**config.mk**
```make
export PLATFORM = sky130hd
export DESIGN_NAME = alu_issue_ctrl
export DESIGN_NICKNAME = d
export VERILOG_FILES = /design/src/rtl/alu_issue_ctrl_pkg.sv /design/src/rtl/alu_op_decode.sv /design/src/rtl/alu_issue_ctrl.sv
export SDC_FILE = /design/constraint.sdc
export NUM_CORES = 1
export LEC_CHECK = 0
export ABC_AREA = 1
export BUFFER_PORTS_ARGS = -buffer_cell sky130_fd_sc_hd__buf_4
export CORE_AREA = 2 2 162 164
export DETAILED_ROUTE_END_ITERATION = 8
export DIE_AREA = 0 0 164 166
export PLACE_DENSITY = 0.71
export SLEW_MARGIN = 10
export SYNTH_ARGS = -nofsm -noshare
export SYNTH_HDL_FRONTEND = slang
export SYNTH_HIERARCHICAL = 1
export SYNTH_SLANG_ARGS = --single-unit
```
**constraint.sdc**
```tcl
create_clock -name CLK -period 3.85 [get_ports CLK]
set_input_delay 0.385 -clock CLK [delete_from_list [all_inputs] [get_ports CLK]]
set_output_delay 0.385 -clock CLK [all_outputs]
set_load 0.05 [all_outputs]
```
**src/rtl/alu_issue_ctrl_pkg.sv**
```systemverilog
// Shared definitions for the ALU issue controller: FSM states, ALUCtrl codes,
// LEGv8 opcode patterns/masks and a masked opcode-compare helper.
package alu_issue_ctrl_pkg;

   typedef enum logic [1:0] {
      ST_IDLE = 2'd0,
      ST_EXEC = 2'd1,
      ST_RESP = 2'd2
   } state_t;

   localparam logic [3:0] ALU_AND   = 4'b0000;
   localparam logic [3:0] ALU_ORR   = 4'b0001;
   localparam logic [3:0] ALU_ADD   = 4'b0010;
   localparam logic [3:0] ALU_SUB   = 4'b0110;
   localparam logic [3:0] ALU_PASSB = 4'b0111;

   localparam logic [10:0] OP_ADD  = 11'b10001011000;
   localparam logic [10:0] OP_SUB  = 11'b11001011000;
   localparam logic [10:0] OP_AND  = 11'b10001010000;
   localparam logic [10:0] OP_ORR  = 11'b10101010000;
   localparam logic [10:0] OP_ADDI = 11'b10010001000;
   localparam logic [10:0] OP_SUBI = 11'b11010001000;
   localparam logic [10:0] OP_LDUR = 11'b11111000010;
   localparam logic [10:0] OP_STUR = 11'b11111000000;
   localparam logic [10:0] OP_CBZ  = 11'b10110100000;

   // Immediate forms ignore bit 0, CBZ ignores the low three bits.
   localparam logic [10:0] MASK_FULL = 11'b11111111111;
   localparam logic [10:0] MASK_IMM  = 11'b11111111110;
   localparam logic [10:0] MASK_CB   = 11'b11111111000;

   function automatic logic op_match(input logic [10:0] op,
                                     input logic [10:0] pat,
                                     input logic [10:0] mask);
      return ((op & mask) == (pat & mask));
   endfunction

endpackage

```
**src/rtl/alu_op_decode.sv**
```systemverilog
// Combinational LEGv8 opcode decoder: Opcode[10:0] -> {illegal, ALUCtrl}.
module alu_op_decode
   import alu_issue_ctrl_pkg::*;
(
   input  logic [10:0] opcode,
   output logic        illegal,
   output logic [3:0]  alu_ctrl
);

   // Priority match of the opcode against the supported instruction patterns
   always_comb begin
      illegal  = 1'b0;
      alu_ctrl = ALU_AND;
      if (op_match(opcode, OP_ADD, MASK_FULL)) begin
         alu_ctrl = ALU_ADD;
      end else if (op_match(opcode, OP_SUB, MASK_FULL)) begin
         alu_ctrl = ALU_SUB;
      end else if (op_match(opcode, OP_AND, MASK_FULL)) begin
         alu_ctrl = ALU_AND;
      end else if (op_match(opcode, OP_ORR, MASK_FULL)) begin
         alu_ctrl = ALU_ORR;
      end else if (op_match(opcode, OP_ADDI, MASK_IMM)) begin
         alu_ctrl = ALU_ADD;
      end else if (op_match(opcode, OP_SUBI, MASK_IMM)) begin
         alu_ctrl = ALU_SUB;
      end else if (op_match(opcode, OP_LDUR, MASK_FULL) ||
                   op_match(opcode, OP_STUR, MASK_FULL)) begin
         alu_ctrl = ALU_ADD;
      end else if (op_match(opcode, OP_CBZ, MASK_CB)) begin
         alu_ctrl = ALU_PASSB;
      end else begin
         illegal  = 1'b1;
         alu_ctrl = ALU_AND;
      end
   end

endmodule

```
**src/rtl/alu_issue_ctrl.sv**
```systemverilog
// Initiator side of the ALU interface: accepts an instruction, drives the
// combinational ALU, waits SETTLE cycles, captures BusW and returns the result.
module alu_issue_ctrl
   import alu_issue_ctrl_pkg::*;
#(
   parameter int WIDTH  = 64,
   parameter int SETTLE = 1,
   parameter int CNTW   = 16
) (
   input  logic             CLK,
   input  logic             Reset_L,
   input  logic             InValid,
   output logic             InReady,
   input  logic [10:0]      Opcode,
   input  logic [WIDTH-1:0] OpA,
   input  logic [WIDTH-1:0] OpB,
   output logic [3:0]       ALUCtrl,
   output logic [WIDTH-1:0] BusA,
   output logic [WIDTH-1:0] BusB,
   input  logic [WIDTH-1:0] BusW,
   output logic             OutValid,
   input  logic             OutReady,
   output logic [WIDTH-1:0] Result,
   output logic             ZeroFlag,
   output logic             Illegal,
   output logic [CNTW-1:0]  OpCount
);

   localparam int SCW = (SETTLE > 1) ? $clog2(SETTLE) : 1;

   state_t         state_r;
   logic [SCW-1:0] settle_r;
   logic           dec_illegal_s;
   logic [3:0]     dec_ctrl_s;

   alu_op_decode u_decode (
      .opcode   (Opcode),
      .illegal  (dec_illegal_s),
      .alu_ctrl (dec_ctrl_s)
   );

   assign InReady  = (state_r == ST_IDLE) & Reset_L;
   assign OutValid = (state_r == ST_RESP);

   // Issue FSM with settle counter, ALU bus registers, capture and op counter
   always_ff @(posedge CLK or negedge Reset_L) begin
      if (!Reset_L) begin
         state_r  <= ST_IDLE;
         settle_r <= '0;
         ALUCtrl  <= 4'b0000;
         BusA     <= '0;
         BusB     <= '0;
         Result   <= '0;
         ZeroFlag <= 1'b0;
         Illegal  <= 1'b0;
         OpCount  <= '0;
      end else begin
         case (state_r)
            ST_IDLE: begin
               if (InValid) begin
                  if (dec_illegal_s) begin
                     // No ALU issue: buses keep the last legal operation
                     Result   <= '0;
                     ZeroFlag <= 1'b0;
                     Illegal  <= 1'b1;
                     state_r  <= ST_RESP;
                  end else begin
                     BusA     <= OpA;
                     BusB     <= OpB;
                     ALUCtrl  <= dec_ctrl_s;
                     settle_r <= SCW'(SETTLE - 1);
                     state_r  <= ST_EXEC;
                  end
               end else begin
                  state_r <= ST_IDLE;
               end
            end
            ST_EXEC: begin
               if (settle_r != '0) begin
                  settle_r <= settle_r - SCW'(1);
               end else begin
                  Result   <= BusW;
                  ZeroFlag <= (BusW == '0);
                  Illegal  <= 1'b0;
                  state_r  <= ST_RESP;
               end
            end
            ST_RESP: begin
               if (OutReady) begin
                  OpCount <= OpCount + CNTW'(1);
                  state_r <= ST_IDLE;
               end else begin
                  state_r <= ST_RESP;
               end
            end
            default: begin
               state_r <= ST_IDLE;
            end
         endcase
      end
   end

endmodule

```
==> impl_metrics.csv, run 1 <==
group,metric,value,unit
status,status,"finished, final reports clean",
critical_path,path_max_fanout,94,
sta,slew_viol_final,0,
sta,slew-limit-headroom,0.373,
sta,fin_setup_tns,0,ns
floorplan,boundaryPins,423,
sta,grt_setup_unrepaired,"no",
place,dp_hpwl,19400,um
synthesis,synth_fa_ha_area_frac,0.00145,
critical_path,cp.arrival,2.05,ns
synthesis,yosys-top-cells-area,"dfrtp_1 63%, nand2_1 20%, a22o_1 6.1%",
power_and_ir_drop,switching_share,0.294,
sta,fin_worst_skew,0.00626,ns
power_and_ir_drop,ir_drop,0.256,mV
synthesis,avgSynthCellArea,9.35,um^2
routing,drtAntennaViolNets,0,
synthesis,synthArstFlopShare,1.00,
critical_path,cp.depth,4,
cells_and_area,nets,1543,
routing,wl_per_cell,15.8,um
synthesis,muxShareOfSynthArea,0.00131,
sta,hold_viol,0,
critical_path,slowest_stage,"dlygate4sd3_1",
grt,grt_first_pass_wirelength,41100,um
grt,grt_pass1_vias,7905,
clock_network,numCtsBuffers,24,
place,dp.cells,1643,
critical_path,worstSetupPathType,"in2out",
routing,drc,0,
floorplan,die-width,164,um
grt,track_usage,0.188,
sta,post-route-period-util,0.633,
routing,drtIter0Drc,432,
power_and_ir_drop,p_leak,7.39,nW
synthesis,synthFlopType,"dfrtp_1",
place,place_ws,1.05,ns
critical_path,crit_family,"buffers and inverters",
min_path,min_path_type,"in2reg",
sta,finalCriticalPeriod,2.44,ns
critical_path,critPathBufInv,3,
cells_and_area,area_growth_syn_to_layout,50.5,%
clock_network,cts-htree-levels,1,
synthesis,syn_area,0.00862,mm^2
synthesis,synth-seq-cells,216,
cells_and_area,antennaDiodeCount,0,
sta,max_slew.worst_pin.slew,0.940,ns
floorplan,dieHeight,166,um
run,drv_cap,0,
routing,routed_wl,26600,um
clock_network,cts_sinks,216,
synthesis,ys_seq_area_frac,0.627,
place,port_buffers,422,
floorplan,core_area,0.0256,mm^2
synthesis,synthesis.nets,1130,
synthesis,synth-simple-area-share,0.249,
place,place.gp.congestion,0.822,
critical_path,critPathRequiredTime,3.46,ns
floorplan,die-area,0.0272,mm^2
synthesis,ys_warn_count,6,
synthesis,yosysTopAreaCell,"dfrtp_1",
grt,grt_start_max_net_pins,125,
power_and_ir_drop,pwr-share-comb,0.190,
synthesis,synth-xor-area-share,0.0142,
critical_path,start_kind,"input port",
routing,avgViaCountPerCell,4.62,
power_and_ir_drop,clkPwrFrac,0.403,
synthesis,syn_inst,922,
clock_network,path_clk_slew,0.06,ns
synthesis,synth_top_family_by_area,"simple AND/OR/NAND/NOR gates",
clock_network,root_buffer,"clkbuf_16",
sta,setup_slack,1.41,ns
power_and_ir_drop,internal_power,4.35,mW
grt,grt-ovfl-total,0,
floorplan,rows,59,
clock_network,post_cts_buffers,0,
floorplan,initial_utilization,0.336,
synthesis,synth-compound-area-share,0.0659,
routing,drt_pass1_iterations,4,
sta,max_freq,410,MHz
power_and_ir_drop,p_seq_frac,0.407,
power_and_ir_drop,power.switching,1.81,mW
sta,finalSetupViolCount,0,
clock_network,clk_latency,0.52,ns
routing,dr_total_vias,7792,
cells_and_area,drive_gt1_frac,0.362,
power_and_ir_drop,cellPowerDensity,475,mW/mm^2
synthesis,synth_top_cell_area_share,0.627,
clock_network,tritoncts,"done",
min_path,min_path_cells,3,
synthesis,synth-edff-count,0,
clock_network,clockBufferDepth,3,
critical_path,worstPathCellList,"dlygate4sd3_1, buf_8, nor3b_1, buf_4",
critical_path,cp_slowest_stage_delay,0.57,ns
grt,antenna_found_initial,0,
cells_and_area,stdcell_count,1688,
critical_path,r2r_cells,6,
critical_path,end_kind,"output port",
synthesis,netlist-cell-type-count,28,
[synth_stat cells (2+ instances only)]
library cell	number
a22o_1	60
nor3_1	4
nand3_2	4
nand3_1	14
buf_6	5
nand4_1	6
o21ai_1	3
dfrtp_1	216
buf_4	2
xnor2_1	6
nor2_1	57
inv_1	25
nand2_1	454
o211ai_1	2
buf_2	18
xor2_1	8
nor2_2	6
clkbuf_1	16
inv_2	7
[final timing paths]
check	endpoint	slack, ns	startpoint
min reg2reg	OpCount[15]	0.47	OpCount[15]
min in group asynchronous	Result[18]	0.45	Reset_L
max in group asynchronous	BusA[38]	2.22	Reset_L
max	InReady	1.41	Reset_L
max reg2reg	BusB[34]	1.62	state_r[0]
min	BusA[9]	0.05	OpA[9]
[metrics by stage]
stage	cell area [um^2]	utilization	hold WS (ns)	power (mW)
2_1_floorplan	8620	-	0.0894	3.20
3_3_place_gp	12100	0.472	0.452	3.71
3_5_place_dp	12100	0.472	0.450	3.73
4_1_cts	13000	0.506	0.0313	6.25
5_1_grt	13000	0.506	0.0357	6.42
6_report	13000	0.506	0.0545	6.16
[layer usage]
metal,wire [um],GRT usage
met1,9700,0.210
met2,13300,0.334
met3,2740,0.0624
met4,857,0.0637
met5,0,0
[repair_timing]
action | CTS | global route
hold buffers | 1 | 0
hold endpoints to repair | 92 | 0
setup endpoints to repair | 0 | 0
gates resized for setup | 0 | 0
[area by class of cell]
class / count / area (um^2)
clock buffer: 33 / 704
clock inverter: 11 / 175
fill: 2331 / 12600
inverter: 32 / 123
multi-input combinational: 632 / 2880
sequential: 216 / 5410
tap: 335 / 419
timing repair buffer: 429 / 3270
[flip-flops by register name, indices dropped and copies added, names as in the netlist]
signal    flops
BusA         64
BusB         64
Result       64
OpCount      16
ALUCtrl       4
state_r       2
Illegal       1
ZeroFlag      1
[tightest hold or removal path, stage by stage]
cell and delay (ns):
buf_4 0.07, nand2_1 0.04, nand2_1 0.04
[cell families after synthesis]
| group | after synthesis |
|---|---|
| AND/OR/NAND/NOR | 548 |
| adder cells (fa/ha/maj) | 1 |
| flip-flops | 216 |
| XOR/XNOR | 14 |
| buffers and inverters | 74 |
| other | 1 |
| multiplexers | 1 |
| AO/OA/AOI/OAI | 67 |
[cells in the final DEF (no fill, tap or decap), types with 7 or more instances in the layout]
| master | Yosys | final |
|---|---|---|
| nand2_1 | 454 | 453 |
| buf_4 | 2 | 424 |
| dfrtp_1 | 216 | 216 |
| a22o_1 | 60 | 60 |
| nor2_1 | 57 | 57 |
| inv_1 | 25 | 25 |
| clkbuf_16 | 0 | 24 |
| nand3_1 | 14 | 14 |
| xor2_1 | 8 | 8 |
| clkbuf_8 | 0 | 7 |
[power by group through the flow]
stage	Clock, mW	Combinational (mW)	Sequential, mW
after global routing	2.65	1.24	2.52
final	2.48	1.17	2.51
after detailed placement	0	1.19	2.54
after CTS	2.56	1.19	2.51
after global placement	0	1.17	2.54
after floorplan	0	0.200	3.00
Power figures use the tool's default switching activity.
==> run 2, diff against run 1 <==
--- a/config.mk
+++ b/config.mk
@@ -7,9 +7,9 @@
 export LEC_CHECK = 0
 export ABC_AREA = 1
 export BUFFER_PORTS_ARGS = -buffer_cell sky130_fd_sc_hd__buf_4
-export CORE_AREA = 2 2 162 164
+export CORE_AREA = 2 2 165 167
 export DETAILED_ROUTE_END_ITERATION = 8
-export DIE_AREA = 0 0 164 166
+export DIE_AREA = 0 0 167 169
 export PLACE_DENSITY = 0.71
 export SLEW_MARGIN = 10
 export SYNTH_ARGS = -nofsm -noshare
==> constraint.sdc (replaced) <==
create_clock -name CLK -period 2 [get_ports CLK]
set_input_delay 0.2 -clock CLK [delete_from_list [all_inputs] [get_ports CLK]]
set_output_delay 0.2 -clock CLK [all_outputs]
set_load 0.05 [all_outputs]
==> run 2 against run 1 <==
Worst hold slack better by 0.0019 ns. Count of clock-buffer cells in the layout is the same. Cell count rose by 12%. Global-route usage rose by 2.5 points. Power up 95%. Register-to-register slack lost 1.1 ns. Utilization rose by 5.8 points. Sequential cell count unchanged. Die area grew 3.7%.
==> impl_metrics.csv, run 2 (same netlist as run 1, synthesis figures left out) <==
group,metric,value,unit
sta,fin_setup_tns,0,ns
sta,finalSetupViolCount,0,
power_and_ir_drop,p_leak,8.22,nW
critical_path,path_max_fanout,5,
critical_path,r2r_start,"state_r[1]",
routing,routed_wl,31300,um
cells_and_area,nets,1743,
sta,fin_worst_skew,0.0123,ns
sta,post-route-period-util,0.848,
floorplan,dieHeight,169,um
critical_path,start_kind,"register",
routing,drtIter0Drc,669,
place,dp_hpwl,19600,um
clock_network,path_clk_slew,0.06,ns
clock_network,cts_sinks,216,
place,port_buffers,422,
min_path,min-delay-start,"InValid",
cells_and_area,top_regs,"BusA (64), BusB (64), Result (64)",
grt,grt-ovfl-total,0,
sta,grt_setup_unrepaired,"no",
power_and_ir_drop,internal_power,8.36,mW
power_and_ir_drop,switching_share,0.305,
routing,dr_total_vias,8847,
min_path,min_path_type,"in2reg",
sta,hold_viol,0,
cells_and_area,final_util,0.565,
clock_network,cts-htree-levels,1,
sta,slew-limit-headroom,0.528,
grt,grt_pass1_vias,9179,
floorplan,die-area,0.0282,mm^2
cells_and_area,multi_input_area,0.00288,mm^2
cells_and_area,drive_gt1_frac,0.318,
status,status,"finished, final reports clean",
routing,wl_per_cell,16.5,um
routing,drt_pass1_iterations,4,
cells_and_area,area_growth_syn_to_layout,73.6,%
sta,max_slew.worst_pin.slew,0.707,ns
critical_path,crit_start,"state_r[1]",
clock_network,clockBufferDepth,3,
routing,drtAntennaViolNets,0,
clock_network,tritoncts,"done",
run,drv_cap,0,
critical_path,cp.arrival,1.50,ns
floorplan,die-width,167,um
cells_and_area,final_common_cell,"nand2_1",
grt,track_usage,0.214,
critical_path,critPathRequiredTime,1.80,ns
sta,max_freq,590,MHz
routing,drc,0,
place,place.gp.congestion,0.845,
power_and_ir_drop,ir_drop,0.598,mV
cells_and_area,register_area,0.00541,mm^2
critical_path,worstSetupPathType,"reg2out",
floorplan,boundaryPins,423,
power_and_ir_drop,clkPwrFrac,0.380,
power_and_ir_drop,power.switching,3.67,mW
sta,finalCriticalPeriod,1.70,ns
routing,avgViaCountPerCell,4.67,
power_and_ir_drop,p_seq_frac,0.402,
cells_and_area,final_cell_mix,"453 x nand2_1, 424 x buf_4, 216 x dfrtp_1, 194 x dlygate4sd3_1, 60 x a22o_1",
power_and_ir_drop,pwr-share-comb,0.219,
grt,grt_first_pass_wirelength,48900,um
critical_path,end_kind,"output port",
grt,antenna_found_initial,0,
grt,grt_start_max_net_pins,124,
cells_and_area,antennaDiodeCount,0,
floorplan,initial_utilization,0.325,
clock_network,numCtsBuffers,25,
floorplan,core_area,0.0265,mm^2
floorplan,rows,60,
cells_and_area,fillCellCount,2142,
clock_network,clk_latency,0.52,ns
sta,slew_viol_final,0,
power_and_ir_drop,cellPowerDensity,804,mW/mm^2
clock_network,root_buffer,"clkbuf_16",
## run 2: path summary, 6_finish.rpt
check,to,slack (ns),cells past startpoint
max in group asynchronous,BusA[51],1.07,3
min reg2reg,Result[63],0.47,2
min in group asynchronous,Result[25],0.36,3
max reg2reg,BusB[43],0.48,6
max,OutValid,0.30,3
min,Illegal,0.06,3
## run 2: cell type report
type / count / area share
clock inverters: 11 / 0.00803
multi-input cells: 632 / 0.192
flip-flops and latches: 216 / 0.361
repair buffers: 628 / 0.355
inverters: 32 / 0.00819
well taps: 341 / 0.0285
clock buffers: 33 / 0.0465
## run 2: critical path, stage by stage, from the launching register on
cell	delay, ns
dfrtp_1	0.47
inv_2	0.10
nor2_1	0.18
buf_4	0.24
## run 2: repair_timing
action	in CTS	in global routing
endpoints found under the setup margin	0	0
resized for setup	0	0
hold buffers	194	0
endpoints found under the hold margin	410	0
setup buffers	0	0
## run 2: power by group through the flow
stage	registers [mW]	clock network [mW]	logic, mW
floorplan	5.78	0	0.386
global placement	4.89	0	2.28
detailed placement	4.89	0	2.30
CTS	4.83	4.66	2.62
global route	4.86	4.83	2.78
finish	4.84	4.57	2.63
## run 2: metrics by stage
step                      cells  power (mW)  hold slack [ns]  instance area (um^2)  worst slack, ns
final                      1893        12.0           0.0564                 15000            0.304
after global routing       1893        12.5           0.0534                 15000            0.180
after CTS                  1893        12.1           0.0312                 15000            0.267
after detailed placement   1655        7.20            0.316                 12200            0.111
after global placement     1655        7.17            0.309                 12200            0.140
after floorplan             922        6.16          -0.0956                  8620            0.183
## run 2: per-layer routing
layer	routed length, um	track usage	share of wire
met1	12200	0.259	0.39
met2	15400	0.366	0.49
met3	2440	0.0500	0.078
met4	1260	0.0896	0.040
met5	0	0	0
